**config.mk**
```make
export PLATFORM = sky130hd
export DESIGN_NAME = switch_debouncer_flat
export DESIGN_NICKNAME = d
export VERILOG_FILES = /design/src/rtl/switch_debouncer_if.sv /design/src/rtl/switch_debouncer.sv /design/src/flat_wrapper.sv
export SDC_FILE = /design/constraint.sdc
export NUM_CORES = 1
export LEC_CHECK = 0
export BUFFER_PORTS_ARGS = -buffer_cell sky130_fd_sc_hd__buf_2
export CAP_MARGIN = 10
export CORE_MARGIN = 2
export CORE_UTILIZATION = 55
export DETAILED_ROUTE_END_ITERATION = 10
export GPL_TIMING_DRIVEN = 0
export HOLD_SLACK_MARGIN = 0.03
export PLACE_DENSITY = 0.72
export SYNTH_ARGS = -nofsm -noshare
export SYNTH_HDL_FRONTEND = slang
export SYNTH_SLANG_ARGS = --single-unit
```
**constraint.sdc**
```tcl
create_clock -name i_clock -period 2 [get_ports i_clock]
set_input_delay 0.2 -clock i_clock [delete_from_list [all_inputs] [get_ports i_clock]]
set_output_delay 0.2 -clock i_clock [all_outputs]
set_load 0.01 [all_outputs]
```
**src/rtl/switch_debouncer_if.sv**
```systemverilog
// Signal bundle between the raw switch pins, the debouncer and the user-facing logic.
// The master side is the debouncer; the slave side drives pins and consumes the clean outputs.
interface switch_debouncer_if #(
    parameter int NUM_SW = 3
);
    logic [NUM_SW-1:0] i_sw;
    logic [NUM_SW-1:0] o_sw_state;
    logic [NUM_SW-1:0] o_sw_rise;
    logic [NUM_SW-1:0] o_sw_fall;
    logic [NUM_SW-1:0] o_sw_toggle;
    logic              o_any_event;

    modport master (
        input  i_sw,
        output o_sw_state,
        output o_sw_rise,
        output o_sw_fall,
        output o_sw_toggle,
        output o_any_event
    );

    modport slave (
        output i_sw,
        input  o_sw_state,
        input  o_sw_rise,
        input  o_sw_fall,
        input  o_sw_toggle,
        input  o_any_event
    );
endinterface

```
**src/rtl/switch_debouncer.sv**
```systemverilog
// Multi-channel switch conditioner: 2-FF synchronizer, hold-time debounce FSM,
// registered rise/fall pulses and a per-channel toggle latch.
module switch_debouncer #(
    parameter int NUM_SW         = 3,
    parameter int DEBOUNCE_COUNT = 250000,
    parameter int CNT_W          = 18
) (
    input  logic                 i_clock,
    input  logic                 i_reset,
    switch_debouncer_if.master   sw_if
);
    typedef enum logic {ST_IDLE, ST_PENDING} dbn_state_t;

    localparam logic [CNT_W-1:0] CNT_LAST     = CNT_W'(DEBOUNCE_COUNT - 1);
    localparam logic [CNT_W-1:0] CNT_ONE      = CNT_W'(1);
    localparam bit               SINGLE_CYCLE = (DEBOUNCE_COUNT == 1);

    logic [NUM_SW-1:0] sync1_reg;
    logic [NUM_SW-1:0] sync2_reg;
    logic [NUM_SW-1:0] level_vec;
    logic [NUM_SW-1:0] rise_reg;
    logic [NUM_SW-1:0] fall_reg;
    logic [NUM_SW-1:0] toggle_reg;
    logic [NUM_SW-1:0] rise_next;
    logic [NUM_SW-1:0] fall_next;

    always_ff @(posedge i_clock) begin
        if (i_reset) begin
            sync1_reg  <= '0;
            sync2_reg  <= '0;
            rise_reg   <= '0;
            fall_reg   <= '0;
            toggle_reg <= '0;
        end else begin
            sync1_reg  <= sw_if.i_sw;
            sync2_reg  <= sync1_reg;
            rise_reg   <= rise_next;
            fall_reg   <= fall_next;
            // Toggle follows the registered rise pulse, so it flips one edge later.
            toggle_reg <= toggle_reg ^ rise_reg;
        end
    end

    genvar gi;
    generate
        for (gi = 0; gi < NUM_SW; gi++) begin : g_chan
            dbn_state_t       fsm_reg, fsm_next;
            logic [CNT_W-1:0] cnt_reg, cnt_next;
            logic             level_reg, level_next;
            logic             rise_ch, fall_ch;
            logic             differs;

            assign differs = (sync2_reg[gi] != level_reg);

            always_ff @(posedge i_clock) begin
                if (i_reset) begin
                    fsm_reg   <= ST_IDLE;
                    cnt_reg   <= '0;
                    level_reg <= 1'b0;
                end else begin
                    fsm_reg   <= fsm_next;
                    cnt_reg   <= cnt_next;
                    level_reg <= level_next;
                end
            end

            always_comb begin
                fsm_next   = fsm_reg;
                cnt_next   = cnt_reg;
                level_next = level_reg;
                rise_ch    = 1'b0;
                fall_ch    = 1'b0;
                case (fsm_reg)
                    ST_IDLE: begin
                        cnt_next = '0;
                        if (differs) begin
                            if (SINGLE_CYCLE) begin
                                level_next = sync2_reg[gi];
                                rise_ch    = sync2_reg[gi];
                                fall_ch    = ~sync2_reg[gi];
                            end else begin
                                fsm_next = ST_PENDING;
                                cnt_next = CNT_ONE;
                            end
                        end
                    end
                    ST_PENDING: begin
                        if (!differs) begin
                            // Input bounced back before the hold time: drop the candidate.
                            fsm_next = ST_IDLE;
                            cnt_next = '0;
                        end else if (cnt_reg == CNT_LAST) begin
                            fsm_next   = ST_IDLE;
                            cnt_next   = '0;
                            level_next = sync2_reg[gi];
                            rise_ch    = sync2_reg[gi];
                            fall_ch    = ~sync2_reg[gi];
                        end else begin
                            cnt_next = cnt_reg + CNT_ONE;
                        end
                    end
                    default: begin
                        fsm_next = ST_IDLE;
                        cnt_next = '0;
                    end
                endcase
            end

            assign level_vec[gi] = level_reg;
            assign rise_next[gi] = rise_ch;
            assign fall_next[gi] = fall_ch;
        end
    endgenerate

    assign sw_if.o_sw_state  = level_vec;
    assign sw_if.o_sw_rise   = rise_reg;
    assign sw_if.o_sw_fall   = fall_reg;
    assign sw_if.o_sw_toggle = toggle_reg;
    assign sw_if.o_any_event = |{rise_reg, fall_reg};
endmodule

```
**src/flat_wrapper.sv**
```systemverilog
// flat-port wrapper written by rule: the top's interface ports become plain ports
module switch_debouncer_flat 
#(
    parameter int NUM_SW         = 3,
    parameter int DEBOUNCE_COUNT = 250000,
    parameter int CNT_W          = 18
)
  (i_clock, i_reset, sw_if_i_sw, sw_if_o_sw_state, sw_if_o_sw_rise, sw_if_o_sw_fall, sw_if_o_sw_toggle, sw_if_o_any_event);
  switch_debouncer_if #(.NUM_SW(NUM_SW)) sw_if_i ();
  input  logic i_clock;
  input  logic i_reset;
  input wire logic [$bits(sw_if_i.i_sw)-1:0] sw_if_i_sw;
  output wire logic [$bits(sw_if_i.o_sw_state)-1:0] sw_if_o_sw_state;
  output wire logic [$bits(sw_if_i.o_sw_rise)-1:0] sw_if_o_sw_rise;
  output wire logic [$bits(sw_if_i.o_sw_fall)-1:0] sw_if_o_sw_fall;
  output wire logic [$bits(sw_if_i.o_sw_toggle)-1:0] sw_if_o_sw_toggle;
  output wire logic [$bits(sw_if_i.o_any_event)-1:0] sw_if_o_any_event;
  assign sw_if_i.i_sw = sw_if_i_sw;
  assign sw_if_o_sw_state = sw_if_i.o_sw_state;
  assign sw_if_o_sw_rise = sw_if_i.o_sw_rise;
  assign sw_if_o_sw_fall = sw_if_i.o_sw_fall;
  assign sw_if_o_sw_toggle = sw_if_i.o_sw_toggle;
  assign sw_if_o_any_event = sw_if_i.o_any_event;
  switch_debouncer #(.NUM_SW(NUM_SW), .DEBOUNCE_COUNT(DEBOUNCE_COUNT), .CNT_W(CNT_W)) u_core (.i_clock(i_clock), .i_reset(i_reset), .sw_if(sw_if_i));
endmodule
```
==> impl_metrics.ini <==
[run]
drv_cap = 0

[setup_path]
crit_buf_inv = 1
path_cells = ha_1 > nand3_4 > or4_4 > o21ai_4 > buf_4 > nor2_1
critPathRequiredTime_ns = 2.24
criticalPathCategory = register to register
cpPeakStageDelay_ns = 0.59
endpoint_kind = register
cp-startpoint = u_core.g_chan[1].cnt_reg[0]
worst_r2r_endpoint = u_core.g_chan[1].cnt_reg[8]
rr_startpoint = u_core.g_chan[1].cnt_reg[0]
critical-path-top-delay-family = simple AND/OR/NAND/NOR gates
reg2reg_slack_ns = 0.1
critPathSlowestCell = or4_4
r2r_cells = 6
cp-start-kind = register
crit_fanout = 10
cp.arrival_ns = 2.14

[synth]
synth_ff_type = dfxtp_1
synth_compound_area_share_pct = 6.04
synth.area.top_cells = dfxtp_1 46%, xnor2_1 12%, nor2_1 7.4%, nor4_1 3.5%, nand4_1 2.9%
ys_async_sr_fraction_pct = 0
synth_mux_area_share_pct = 0
synthCells = 365
yosys.area_share.simple_pct = 30.3
synth_fp_nets = 373
ys_warn_count = 0
synth_top_family_by_area = simple AND/OR/NAND/NOR gates
netlist_area_mm2 = 0.00325
synth_fa_ha_area_share_pct = 1.15
synth_edf_count = 0
yosysSeqAreaShare_pct = 46.2
ys_ff_latch = 75
ys_types = 47
synth_top_area_share_pct = 46.2
synth_xor_xnor_area_share_pct = 12.4
synth_largest_area_cell = dfxtp_1
syn_avg_cell_area_um2 = 8.91

[route]
drtAntennaViolNets = 0
vias = 2603
wl_per_cell_um = 12.9
routed_wirelength_mm = 6.13
vias_per_cell = 5.49
drtPass1Iterations = 4
drc = 0
drtIter0Drc = 125

[sta]
fin_skew_ns = 0.0101
fin_crit_sh_pct = 95.1
setup_slack_ns = 0.0982
holdWs_ns = 0.0751
hold_violations = 0
rsz0062_at_grt = no
slew_headroom_pct = 63.1
finalCriticalPeriod_ns = 1.90
max_freq_mhz = 526
setup_viol = 0
tightest_slew_ns = 0.548
slew_viol_final = 0

[layout]
layout-drive-gt1-share_pct = 15.0
final_nets = 402
fin_cells = 474
num_antenna_cells = 0
largest_reg_flops = 54
final_util_pct = 64.2
synthToLayoutAreaGrowth_pct = 14.8

[die]
design.core.area_mm2 = 0.00582
rows = 28
die-area_mm2 = 0.00655
start_util_pct = 55.9
die_width_um = 80.9
ios = 18
die_h_um = 80.9

[status]
status = finished, final reports clean

[placement]
place.gp.congestion = 0.836
dp_cells = 457
portBuffers = 17
dpl_worst_slack_ns = -0.0909
place_hpwl_mm = 4.24

[cts]
cts_sinks = 75
insertion_delay_ns = 0.35
h-tree-depth = 3
tritoncts = built
clockBufferDepth = 2
clkTransAtPathRegs_ns = 0.08
clockRootBuffer = clkbuf_8
cts_buffers = 9

[global_route]
grt_usage_pct = 20.3
grt_pass1_vias = 2401
antenna_found_initial = 0
grt_max_degree = 15
grt_pass1_wl_mm = 10.4
overflow = 0

[pwr]
p_per_area_mw_per_mm2 = 795
p_leak_nw = 1.15
total_power_w = 0.00297
peakVddDrop_v = 0.000395

[min_path]
hold_depth = 2
min_to = u_core.sync1_reg[0]
min_path_type = input port to register
hp-start = sw_if_i_sw[0]
[cells in the mapped netlist (2+ instances only)]
| cell type | instances |
|---|---|
| xnor2_1 | 43 |
| a21o_1 | 2 |
| nor4_1 | 18 |
| xor2_1 | 3 |
| ha_1 | 3 |
| o21ai_0 | 4 |
| nand4_1 | 15 |
| and2_1 | 2 |
| and3_1 | 6 |
| nor2_1 | 64 |
| buf_2 | 2 |
| nand3_1 | 15 |
| o31ai_1 | 3 |
| or4_1 | 3 |
| a21oi_1 | 13 |
| buf_4 | 5 |
| nor2b_1 | 8 |
| o41ai_1 | 2 |
| nand2_1 | 13 |
| nor3_1 | 16 |
| a31o_2 | 2 |
| or3_1 | 2 |
| inv_1 | 18 |
| dfxtp_1 | 75 |
| nor4b_1 | 2 |
| nand2b_1 | 2 |
| nand3_2 | 3 |
| or2_2 | 2 |
[where the power goes]
group,total (W),internal (W),switching (W)
logic,0.0000273,0.0000122,0.0000151
registers,0.00151,0.00150,0.00000693
clock network,0.00144,0.000840,0.000595
total,0.00297,0.00235,0.000617
[metal layers]
| layer | up-vias | global-route usage, % | part of all wire (%) |
|---|---|---|---|
| li1 | 1329 | - | - |
| met1 | 1220 | 26.7 | 51 |
| met2 | 45 | 31.7 | 44 |
| met3 | 9 | 4.00 | 3.0 |
| met4 | 0 | 10.3 | 1.8 |
| met5 | - | 0 | 0 |
[stage by stage]
stage / cell area [um2] / TNS, ns
2_1_floorplan: 3250 / 0
3_3_place_gp: 3430 / -0.743
3_5_place_dp: 3430 / -0.853
4_1_cts: 3700 / 0
5_1_grt: 3730 / 0
6_report: 3730 / 0
[layout make-up]
type	count	area, um2
multi-input combinational	262	1670
sequential	75	1500
clock buffer	9	124
inverter	18	67.6
tap	75	93.8
timing repair buffer	18	92.6
fill	503	2080
buffer	10	63.8
clock inverter	7	124
[cells by family after synthesis]
kind of cell / count (synthesis)
AND/OR/NAND/NOR: 182
flip-flops: 75
XOR/XNOR: 46
AO/OA/AOI/OAI: 31
buffers and inverters: 28
adder cells (fa/ha/maj): 3
[placed cells by master (no fill, tap or decap), types with 8 or more instances in the layout]
master	count
clkbuf_8	9
nor4_1	16
nor3_1	15
nor2b_1	8
inv_1	18
nand4_1	15
dfxtp_1	75
nand2_1	13
buf_2	19
nand3_1	15
nor2_1	64
xnor2_1	43
a21oi_1	13
[repair_timing]
item | 4_1_cts | 5_1_grt
gates cloned | 0 | 0
hold endpoints to repair | 0 | 0
hold buffers | 0 | 0
gates resized for setup | 2 | 6
buffers inserted | 1 | 0
pin swaps | 1 | 0
endpoints found under the setup margin | 14 | 30
[how the worst max path moves through the flow]
stage	end	slack, ns	depth (start not counted)
2_1_floorplan	u_core.g_chan[1].cnt_reg[13]	0.19	6
3_3_place_gp	u_core.g_chan[1].cnt_reg[15]	-0.08	6
3_5_place_dp	u_core.g_chan[1].cnt_reg[10]	-0.09	6
4_1_cts	u_core.g_chan[1].cnt_reg[8]	0.07	6
5_1_grt	u_core.g_chan[1].cnt_reg[11]	0.007	6
6_report	u_core.g_chan[1].cnt_reg[8]	0.1	6
Note: power is estimated with default switching activity, not from simulation.
